### src/rtl/mem_wb_regfile_if.sv
// Bus between the MEM stage / ID-stage read logic and the writeback block.
// The master drives MEM-stage results, pipeline control and read addresses;
// the slave (writeback block) returns read data, the pending write and the
// retire count.
interface mem_wb_regfile_if #(
  parameter int DATA_W = 32,
  parameter int ADDR_W = 5
);
  // Pipeline control
  logic              stall;
  logic              flush;
  // MEM-stage results and control for the instruction entering WB
  logic              in_valid;
  logic              in_mem_to_reg;
  logic              in_reg_write;
  logic [ADDR_W-1:0] in_write_reg;
  logic [DATA_W-1:0] in_alu_result;
  logic [DATA_W-1:0] in_mem_data;
  // ID-stage read ports
  logic [ADDR_W-1:0] rs_addr;
  logic [ADDR_W-1:0] rt_addr;
  logic [DATA_W-1:0] rs_data;
  logic [DATA_W-1:0] rt_data;
  // Pending write (for forwarding) and retire count
  logic              wb_valid;
  logic              wb_reg_write;
  logic [ADDR_W-1:0] wb_write_reg;
  logic [DATA_W-1:0] wb_write_data;
  logic [31:0]       retired;

  modport master (
    output stall, flush, in_valid, in_mem_to_reg, in_reg_write, in_write_reg,
           in_alu_result, in_mem_data, rs_addr, rt_addr,
    input  rs_data, rt_data, wb_valid, wb_reg_write, wb_write_reg,
           wb_write_data, retired
  );

  modport slave (
    input  stall, flush, in_valid, in_mem_to_reg, in_reg_write, in_write_reg,
           in_alu_result, in_mem_data, rs_addr, rt_addr,
    output rs_data, rt_data, wb_valid, wb_reg_write, wb_write_reg,
           wb_write_data, retired
  );
endinterface

### src/rtl/mem_wb_regfile.sv
// Writeback end of the five-stage pipeline: MEM/WB pipeline register,
// writeback data select, 32-entry register file with two bypassed read
// ports, and a retired-instruction counter.
module mem_wb_regfile #(
  parameter int DATA_W = 32,
  parameter int ADDR_W = 5
) (
  input logic             clk,
  input logic             rst_n,
  mem_wb_regfile_if.slave bus
);

  localparam int NumRegs = 1 << ADDR_W;

  typedef struct packed {
    logic              valid;
    logic              memToReg;
    logic              regWrite;
    logic [ADDR_W-1:0] writeReg;
    logic [DATA_W-1:0] aluResult;
    logic [DATA_W-1:0] memData;
  } memWbT;

  memWbT             wbQ;
  logic [DATA_W-1:0] regs [NumRegs];
  logic [31:0]       retiredCnt;

  logic [DATA_W-1:0] wbWriteData;
  logic              wbRegWrite;
  logic              commit;
  logic [DATA_W-1:0] rsData;
  logic [DATA_W-1:0] rtData;

  // Writeback data select and effective write enable; a write is only
  // committed on an edge where the pipeline is not stalled.
  assign wbWriteData = wbQ.memToReg ? wbQ.memData : wbQ.aluResult;
  assign wbRegWrite  = wbQ.valid & wbQ.regWrite & (wbQ.writeReg != '0);
  assign commit      = wbRegWrite & ~bus.stall;

  // MEM/WB pipeline register: stall holds, flush inserts a bubble, else load.
  // NOTE: sequential state uses non-blocking assignments so every register
  // samples the pre-edge values, independent of block ordering.
  always_ff @(posedge clk or negedge rst_n) begin
    if (!rst_n) begin
      wbQ <= '0;
    end else if (!bus.stall) begin
      if (bus.flush) begin
        // Data fields are don't-care in a bubble, so they are left as-is.
        wbQ.valid    <= 1'b0;
        wbQ.regWrite <= 1'b0;
      end else begin
        wbQ <= '{valid:     bus.in_valid,
                 memToReg:  bus.in_mem_to_reg,
                 regWrite:  bus.in_reg_write,
                 writeReg:  bus.in_write_reg,
                 aluResult: bus.in_alu_result,
                 memData:   bus.in_mem_data};
      end
    end
  end

  // Register file commit; entry 0 is never written so it stays zero.
  // NOTE: the register file must read zero after reset, so every entry is
  // cleared by the asynchronous reset (this keeps it out of RAM macros).
  always_ff @(posedge clk or negedge rst_n) begin
    if (!rst_n) begin
      for (int i = 0; i < NumRegs; i++) begin
        regs[i] <= '0;
      end
    end else if (commit) begin
      regs[wbQ.writeReg] <= wbWriteData;
    end
  end

  // Retired-instruction counter: one per unstalled edge with a valid
  // instruction in WB, wrapping naturally at 2^32.
  always_ff @(posedge clk or negedge rst_n) begin
    if (!rst_n) begin
      retiredCnt <= '0;
    end else if (!bus.stall && wbQ.valid) begin
      retiredCnt <= retiredCnt + 32'd1;
    end
  end

  // Read ports: $0 reads zero, a committing write to the same index is
  // bypassed, otherwise storage is returned.
  // NOTE: each output is given a default first so no path leaves it
  // unassigned, which would infer a latch.
  always_comb begin
    rsData = regs[bus.rs_addr];
    if (commit && (bus.rs_addr == wbQ.writeReg)) rsData = wbWriteData;
    if (bus.rs_addr == '0) rsData = '0;

    rtData = regs[bus.rt_addr];
    if (commit && (bus.rt_addr == wbQ.writeReg)) rtData = wbWriteData;
    if (bus.rt_addr == '0) rtData = '0;
  end

  assign bus.rs_data       = rsData;
  assign bus.rt_data       = rtData;
  assign bus.wb_valid      = wbQ.valid;
  assign bus.wb_reg_write  = wbRegWrite;
  assign bus.wb_write_reg  = wbQ.writeReg;
  assign bus.wb_write_data = wbWriteData;
  assign bus.retired       = retiredCnt;

endmodule

### src/flat_wrapper.sv
// flat-port wrapper written by rule: the top's interface ports become plain ports
module mem_wb_regfile_flat 
#(
  parameter int DATA_W = 32,
  parameter int ADDR_W = 5
)
  (clk, rst_n, bus_stall, bus_flush, bus_in_valid, bus_in_mem_to_reg, bus_in_reg_write, bus_in_write_reg, bus_in_alu_result, bus_in_mem_data, bus_rs_addr, bus_rt_addr, bus_rs_data, bus_rt_data, bus_wb_valid, bus_wb_reg_write, bus_wb_write_reg, bus_wb_write_data, bus_retired);
  mem_wb_regfile_if #(.DATA_W(DATA_W), .ADDR_W(ADDR_W)) bus_i ();
  input logic clk;
  input logic rst_n;
  input wire logic [$bits(bus_i.stall)-1:0] bus_stall;
  input wire logic [$bits(bus_i.flush)-1:0] bus_flush;
  input wire logic [$bits(bus_i.in_valid)-1:0] bus_in_valid;
  input wire logic [$bits(bus_i.in_mem_to_reg)-1:0] bus_in_mem_to_reg;
  input wire logic [$bits(bus_i.in_reg_write)-1:0] bus_in_reg_write;
  input wire logic [$bits(bus_i.in_write_reg)-1:0] bus_in_write_reg;
  input wire logic [$bits(bus_i.in_alu_result)-1:0] bus_in_alu_result;
  input wire logic [$bits(bus_i.in_mem_data)-1:0] bus_in_mem_data;
  input wire logic [$bits(bus_i.rs_addr)-1:0] bus_rs_addr;
  input wire logic [$bits(bus_i.rt_addr)-1:0] bus_rt_addr;
  output wire logic [$bits(bus_i.rs_data)-1:0] bus_rs_data;
  output wire logic [$bits(bus_i.rt_data)-1:0] bus_rt_data;
  output wire logic [$bits(bus_i.wb_valid)-1:0] bus_wb_valid;
  output wire logic [$bits(bus_i.wb_reg_write)-1:0] bus_wb_reg_write;
  output wire logic [$bits(bus_i.wb_write_reg)-1:0] bus_wb_write_reg;
  output wire logic [$bits(bus_i.wb_write_data)-1:0] bus_wb_write_data;
  output wire logic [$bits(bus_i.retired)-1:0] bus_retired;
  assign bus_i.stall = bus_stall;
  assign bus_i.flush = bus_flush;
  assign bus_i.in_valid = bus_in_valid;
  assign bus_i.in_mem_to_reg = bus_in_mem_to_reg;
  assign bus_i.in_reg_write = bus_in_reg_write;
  assign bus_i.in_write_reg = bus_in_write_reg;
  assign bus_i.in_alu_result = bus_in_alu_result;
  assign bus_i.in_mem_data = bus_in_mem_data;
  assign bus_i.rs_addr = bus_rs_addr;
  assign bus_i.rt_addr = bus_rt_addr;
  assign bus_rs_data = bus_i.rs_data;
  assign bus_rt_data = bus_i.rt_data;
  assign bus_wb_valid = bus_i.wb_valid;
  assign bus_wb_reg_write = bus_i.wb_reg_write;
  assign bus_wb_write_reg = bus_i.wb_write_reg;
  assign bus_wb_write_data = bus_i.wb_write_data;
  assign bus_retired = bus_i.retired;
  mem_wb_regfile #(.DATA_W(DATA_W), .ADDR_W(ADDR_W)) u_core (.clk(clk), .rst_n(rst_n), .bus(bus_i));
endmodule
### config.mk
export PLATFORM = sky130hd
export DESIGN_NAME = mem_wb_regfile_flat
export DESIGN_NICKNAME = d
export VERILOG_FILES = /design/src/rtl/mem_wb_regfile_if.sv /design/src/rtl/mem_wb_regfile.sv /design/src/flat_wrapper.sv
export SDC_FILE = /design/constraint.sdc
export NUM_CORES = 2
export LEC_CHECK = 0
export ABC_AREA = 1
export CELL_PAD_IN_SITES_DETAIL_PLACEMENT = 1
export CELL_PAD_IN_SITES_GLOBAL_PLACEMENT = 2
export CORE_MARGIN = 2
export CORE_UTILIZATION = 32
export DETAILED_ROUTE_END_ITERATION = 16
export PLACE_DENSITY_LB_ADDON = 0.3
export SYNTH_ARGS = -nofsm -noshare
export SYNTH_HDL_FRONTEND = slang
export SYNTH_SLANG_ARGS = --single-unit
### constraint.sdc
create_clock -name clk -period 2.9 [get_ports clk]
set_input_delay 0.725 -clock clk [delete_from_list [all_inputs] [get_ports clk]]
set_output_delay 0.725 -clock clk [all_outputs]
set_load 0.02 [all_outputs]
Word-level counts from Yosys, hierarchy flattened
Cells that the tools add are included.
Widths: inputs -> output; s select.
- register bits after elaboration: 1128
- logic and storage cells: 79
- add/sub/neg operators: 1
- magnitude comparators: 4
- eq/ne operators: 2
- multiplexer cells: 16
- bitwise operators: 8
- reductions and logical operators: 9
- operators with widths (operator ; count):
    $bwmux 1024 ; 1
    $bmux 32 s5 ; 2
    $mux 32 ; 10
    $demux 32 s5 ; 1
    $add 32x1->32 const B ; 1
    $ge 6x6->1 const B ; 3
    $not 5->6 ; 3
    $eq 5x5->1 ; 2
    $logic_not 5->1 ; 2
    $lt 6x1->1 const B ; 1
    $reduce_bool 5->1 ; 1
    $logic_and 1x1->1 ; 4
    $and 1x1->1 ; 3
    $mux 1 ; 2
    $not 1->1 ; 2
    $reduce_and 2->1 ; 1
    $logic_not 1->1 ; 1

Depth between registers and ports, before layout
- depth after elaboration: 6
- depth in mapped cells: 13
- gate-level depth less buffers: 10

Least setup slack after synthesis
Ideal clock, no wire load.
- path type: in2out
- start: input port bus_rt_addr[0]
- end: output port bus_rt_data[30]
- arrival time: 2.355 ns
- data required time: 2.175 ns
- path slack: -0.180 ns
- stages: 12
- cell sequence: buf_2 buf_2 buf_2 clkbuf_1 nor2_1 nor2_1 nand2_1 nand3_1 nand3_1 nand3_1 nand3_1 a21oi_1
- word-level cells in the longest chain between the ends: 6
- elaborated cells between the ends (all ways): 9
- those cells by class: eq/ne: 1; mux: 5; bitwise: 1; reduce/logical: 2
- RTL lines (element ; line ; source):
    from (decl) ; flat_wrapper.sv:20 ; input wire logic [$bits(bus_i.rt_addr)-1:0] bus_rt_addr;
    $not 5->6 (not written as such) ; mem_wb_regfile.sv:94 ; rtData = regs[bus.rt_addr];
    $bmux 32 s5 ; mem_wb_regfile.sv:94 ;
    $mux 32 (not written as such) (2 in a row) ; mem_wb_regfile.sv:94 ;
    $mux 32 ; mem_wb_regfile.sv:95 ; if (commit && (bus.rt_addr == wbQ.writeReg)) rtData = wbWriteData;
    $mux 32 * ; mem_wb_regfile.sv:96 ; if (bus.rt_addr == '0) rtData = '0;
    to (decl) ; flat_wrapper.sv:22 ; output wire logic [$bits(bus_i.rt_data)-1:0] bus_rt_data;
Every way passes the cells marked *; elsewhere a longest branch is shown, timed or not. The select of a mux whose other input is x is not followed.

Worst setup path after layout
- start: register u_core.wbQ, in the netlist u_core.bus.wb_write_reg[4]
- end: output port bus_rs_data[16]
- word-level cells in the longest chain between the ends: 6
- elaborated cells between the ends (all ways): 7
- those cells by class: eq/ne: 1; mux: 2; bitwise: 2; reduce/logical: 2
- RTL lines (element ; line ; source):
    from (decl) ; mem_wb_regfile.sv:24 ; memWbT wbQ;
    from (signal assigned) ; mem_wb_regfile.sv:52 ; wbQ <= '{valid: bus.in_valid,
    $reduce_bool 5->1 ; mem_wb_regfile.sv:37 ; assign wbRegWrite = wbQ.valid & wbQ.regWrite & (wbQ.writeReg != '0);
    $and 1x1->1 ; mem_wb_regfile.sv:37 ;
    $and 1x1->1 ; mem_wb_regfile.sv:38 ; assign commit = wbRegWrite & ~bus.stall;
    $logic_and 1x1->1 * ; mem_wb_regfile.sv:91 ; if (commit && (bus.rs_addr == wbQ.writeReg)) rsData = wbWriteData;
    $mux 32 * ; mem_wb_regfile.sv:91 ;
    $mux 32 * ; mem_wb_regfile.sv:92 ; if (bus.rs_addr == '0) rsData = '0;
    to (decl) ; flat_wrapper.sv:21 ; output wire logic [$bits(bus_i.rs_data)-1:0] bus_rs_data;
Every way passes the cells marked *; elsewhere a longest branch is shown, timed or not.

==> impl_metrics.env <==
export IMPL_status="finished with violations"
export IMPL_violations="setup timing"
export IMPL_relSlewSlack_pct=23.9
export IMPL_yosysTopAreaCell="dfrtp_1"
export IMPL_path_common_cell="buf_12"
export IMPL_cp_max_fo=8
export IMPL_syn_nets=8775
export IMPL_finalNonFillerCells=11800
export IMPL_ant_nets=0
export IMPL_largest_reg_flops=1024
export IMPL_min_period_ps=3680
export IMPL_io_pin_count=221
export IMPL_synth_top_area_share_pct=45.7
export IMPL_worst_pin_slew_ps=1140
export IMPL_stdcell_area_sq_um=81700
export IMPL_syn_inst=8688
export IMPL_wl_per_cell_um=26.2
export IMPL_top_register="u_core.regs"
export IMPL_path_cells="nor3_4 -> nand2_4 -> nand3_4 -> nor2_4 -> buf_12 -> nand2_8 -> buf_12 -> buf_16 -> buf_12 -> nand3_4 -> nand2_4 -> inv_2 -> buf_6"
export IMPL_syn_to_final_growth_pct=32.1
export IMPL_grt_max_degree=110
export IMPL_gp_congestion=0.889
export IMPL_worst_path_buf_inv=6
export IMPL_row_count=161
export IMPL_place_area_sq_um=73400
export IMPL_p_comb_share_pct=22.6
export IMPL_start_kind="flop"
export IMPL_final_cell_mix="1747 x o21ai_0, 1746 x nand2_1, 1126 x dfrtp_1, 892 x a21oi_1, 680 x inv_1"
export IMPL_clock_root_buffer="clkbuf_16"
export IMPL_synth_area_per_cell_sq_um=7.11
export IMPL_final_common_cell="o21ai_0"
export IMPL_crit_slowest_cell="dfrtp_2"
export IMPL_drive_gt1_share_pct=17.2
export IMPL_dp_hpwl_um=205000
export IMPL_p_per_area_nw_per_um2=570
export IMPL_synthSimpleGateAreaFrac_pct=19.2
export IMPL_drv_slew=0
export IMPL_synthArstFlopShare_pct=100
export IMPL_met2_usage_pct=49.3
export IMPL_p_sw_mw=14.9
export IMPL_seq_area_frac_synth_pct=45.7
export IMPL_synthFlopType="dfrtp_1"
export IMPL_grt_overflow_total=0
export IMPL_switching_share_pct=32.0
export IMPL_yosys_area_share_xor_xnor_pct=0.482
export IMPL_synth_fa_ha_area_share_pct=0.0202
export IMPL_synth_top_family_by_area="compound AO/OA/AOI/OAI gates"
export IMPL_die_h_um=443
export IMPL_clkSinkCount=1128
export IMPL_antenna_found_initial=3
export IMPL_power_share_sequential_pct=37.2
export IMPL_die_w_um=443
export IMPL_crit_type="reg -> out"
export IMPL_synthTopCellsByArea="dfrtp_1 46%, o21ai_0 15%, nand2_1 11%"
export IMPL_insertion_delay_ps=840
export IMPL_synth_compound_area_share_pct=25.0
export IMPL_grt_use_met3_pct=3.86
export IMPL_port_buffers=220
export IMPL_clockPowerShare_pct=40.2
export IMPL_start_util_pct=32.2
export IMPL_arrival_ps=2960
export IMPL_htree_levels=4
export IMPL_place_ws_ps=-1060
export IMPL_via_per_inst=5.52
export IMPL_dieArea_sq_um=197000
export IMPL_nNetsFinal=9259
export IMPL_netlist_area_sq_um=61800
export IMPL_grt_pass1_wl_um=454000
export IMPL_ir_worst_vdd_uv=428
export IMPL_grt_use_met1_pct=41.7
export IMPL_hold_viol=0
export IMPL_synth_warnings=0
export IMPL_min_path_type="reg -> reg"
export IMPL_dp_cells=11400
export IMPL_cp_end_kind="primary output"
export IMPL_crit_family="simple AND/OR/NAND/NOR gates"
export IMPL_wl_um=309000
export IMPL_post_route_util_pct=42.5
export IMPL_max_freq_ghz=0.271
export IMPL_cpPeakStageDelay_ps=450
export IMPL_grt_total_usage_pct=30.8
export IMPL_setup_viol=97
export IMPL_clock_skew_ps=28.2
export IMPL_hold_slack_ps=384
export IMPL_drtIter0Drc=5985
export IMPL_synth_cell_types=31
export IMPL_drt_pass1_iterations=6
export IMPL_intPower_mw=31.7
export IMPL_maxCapViolations=0
export IMPL_core_area_sq_um=192000
export IMPL_rsz0062_at_grt="true"
export IMPL_p_leak_nw=37.2
export IMPL_vias=65300
export IMPL_synth_mux_area_share_pct=0
export IMPL_path_clk_slew_ps=60
export IMPL_drc=0
export IMPL_top_usage_layer="met2"
export IMPL_worstPathRequired_ps=2170
export IMPL_synth_edff_count=0
export IMPL_period_share_pct=127
export IMPL_ys_seq_elements=1128
export IMPL_grt_pass1_vias=66400
export IMPL_cts_tree="built"
export IMPL_cts_buffer_depth=3
export IMPL_numCtsBuffers=145
export IMPL_setup_ws_ps=-785
==> synthesized netlist by cell type, types with 3 or more instances <==
library cell,count
xnor2_1,12
o211ai_1,214
nor2_2,16
buf_4,5
dfrtp_1,1128
o21ai_0,1844
a21oi_1,893
xor2_1,22
nand4_1,14
nor2_1,661
or2_2,5
clkinv_1,3
nand2_1,1834
nor3_1,19
buf_2,48
buf_1,55
clkbuf_1,671
nand3_1,419
inv_1,785
o21ai_1,27
==> logic make-up after synthesis <==
| logic type | Yosys count |
|---|---|
| DFF | 1128 |
| xor gates and xnor gates | 34 |
| buffers and inverters | 1569 |
| adders and majority gates | 1 |
| and+or+nand+nor | 2977 |
| AOI/OAI and AO/OA | 2979 |
==> layout make-up <==
class                   instances  area, sq um
fillers                     23100       111000
multi-input cells            5991        29200
flip-flops and latches       1128        28200
repair buffers               1117        13100
clock buffers                 216         4310
well taps                    2526         3160
inverters                     789         3150
clock inverters                51          536
diodes                          4         10.0
==> power groups by stage <==
stage               sequential (mW)  combinational (mW)  clock (mW)
detailed placement             17.6                9.20           0
finish                         17.3                10.5        18.7
CTS                            17.3                9.76        19.1
global placement               17.5                9.07           0
floorplan                      17.5                4.09           0
global route                   17.4                11.3        19.6
==> metal layers <==
| metal | wire [um] | share of wire [%] | vias up |
|---|---|---|---|
| met1 | 135000 | 44 | 33000 |
| met5 | 0 | 0 | - |
| met3 | 18000 | 5.8 | 571 |
| met4 | 14700 | 4.7 | 0 |
| li1 | - | - | 29500 |
| met2 | 141000 | 46 | 2252 |
==> timing repair <==
item                                   4_1_cts  5_1_grt
endpoints found under the hold margin       35        0
setup endpoints to repair                   99       98
gates resized for setup                    764      382
hold buffers                                 1        0
gates cloned                                 6        7
setup buffers                               54       88
pin swaps                                   53       80
==> worst reg2reg max path, stage by stage (launching register included) <==
cell	delay (ps)
dfrtp_2	420
buf_6	140
inv_2	40
buf_4	150
nor3_1	570
inv_1	300
nor2_4	330
buf_4	340
o21ai_0	170
==> final timing paths <==
kind | to | cells after the start | start | slack [ps]
worst max-delay path | bus_rs_data[16] | 13 | u_core.bus.wb_write_reg[4] | -780
worst min-delay path | u_core.regs[1001] | 0 | u_core.regs[1001] | 380
worst max register to register | u_core.regs[86] | 8 | u_core.bus.wb_write_reg[4] | 300
worst min register to register | u_core.regs[1001] | 0 | u_core.regs[1001] | 380
max in group asynchronous | u_core.regs[118] | 3 | rst_n | 1310
min in group asynchronous | u_core.regs[33] | 2 | rst_n | 460
==> through the flow <==
stage	setup TNS (ps)	total power [mW]
after floorplan	-1120	21.5
after global placement	-54050	26.6
after detailed placement	-55010	26.8
after CTS	-53840	46.1
after global routing	-57220	48.3
final	-50930	46.6
Note: power is estimated with default switching activity, not from simulation.
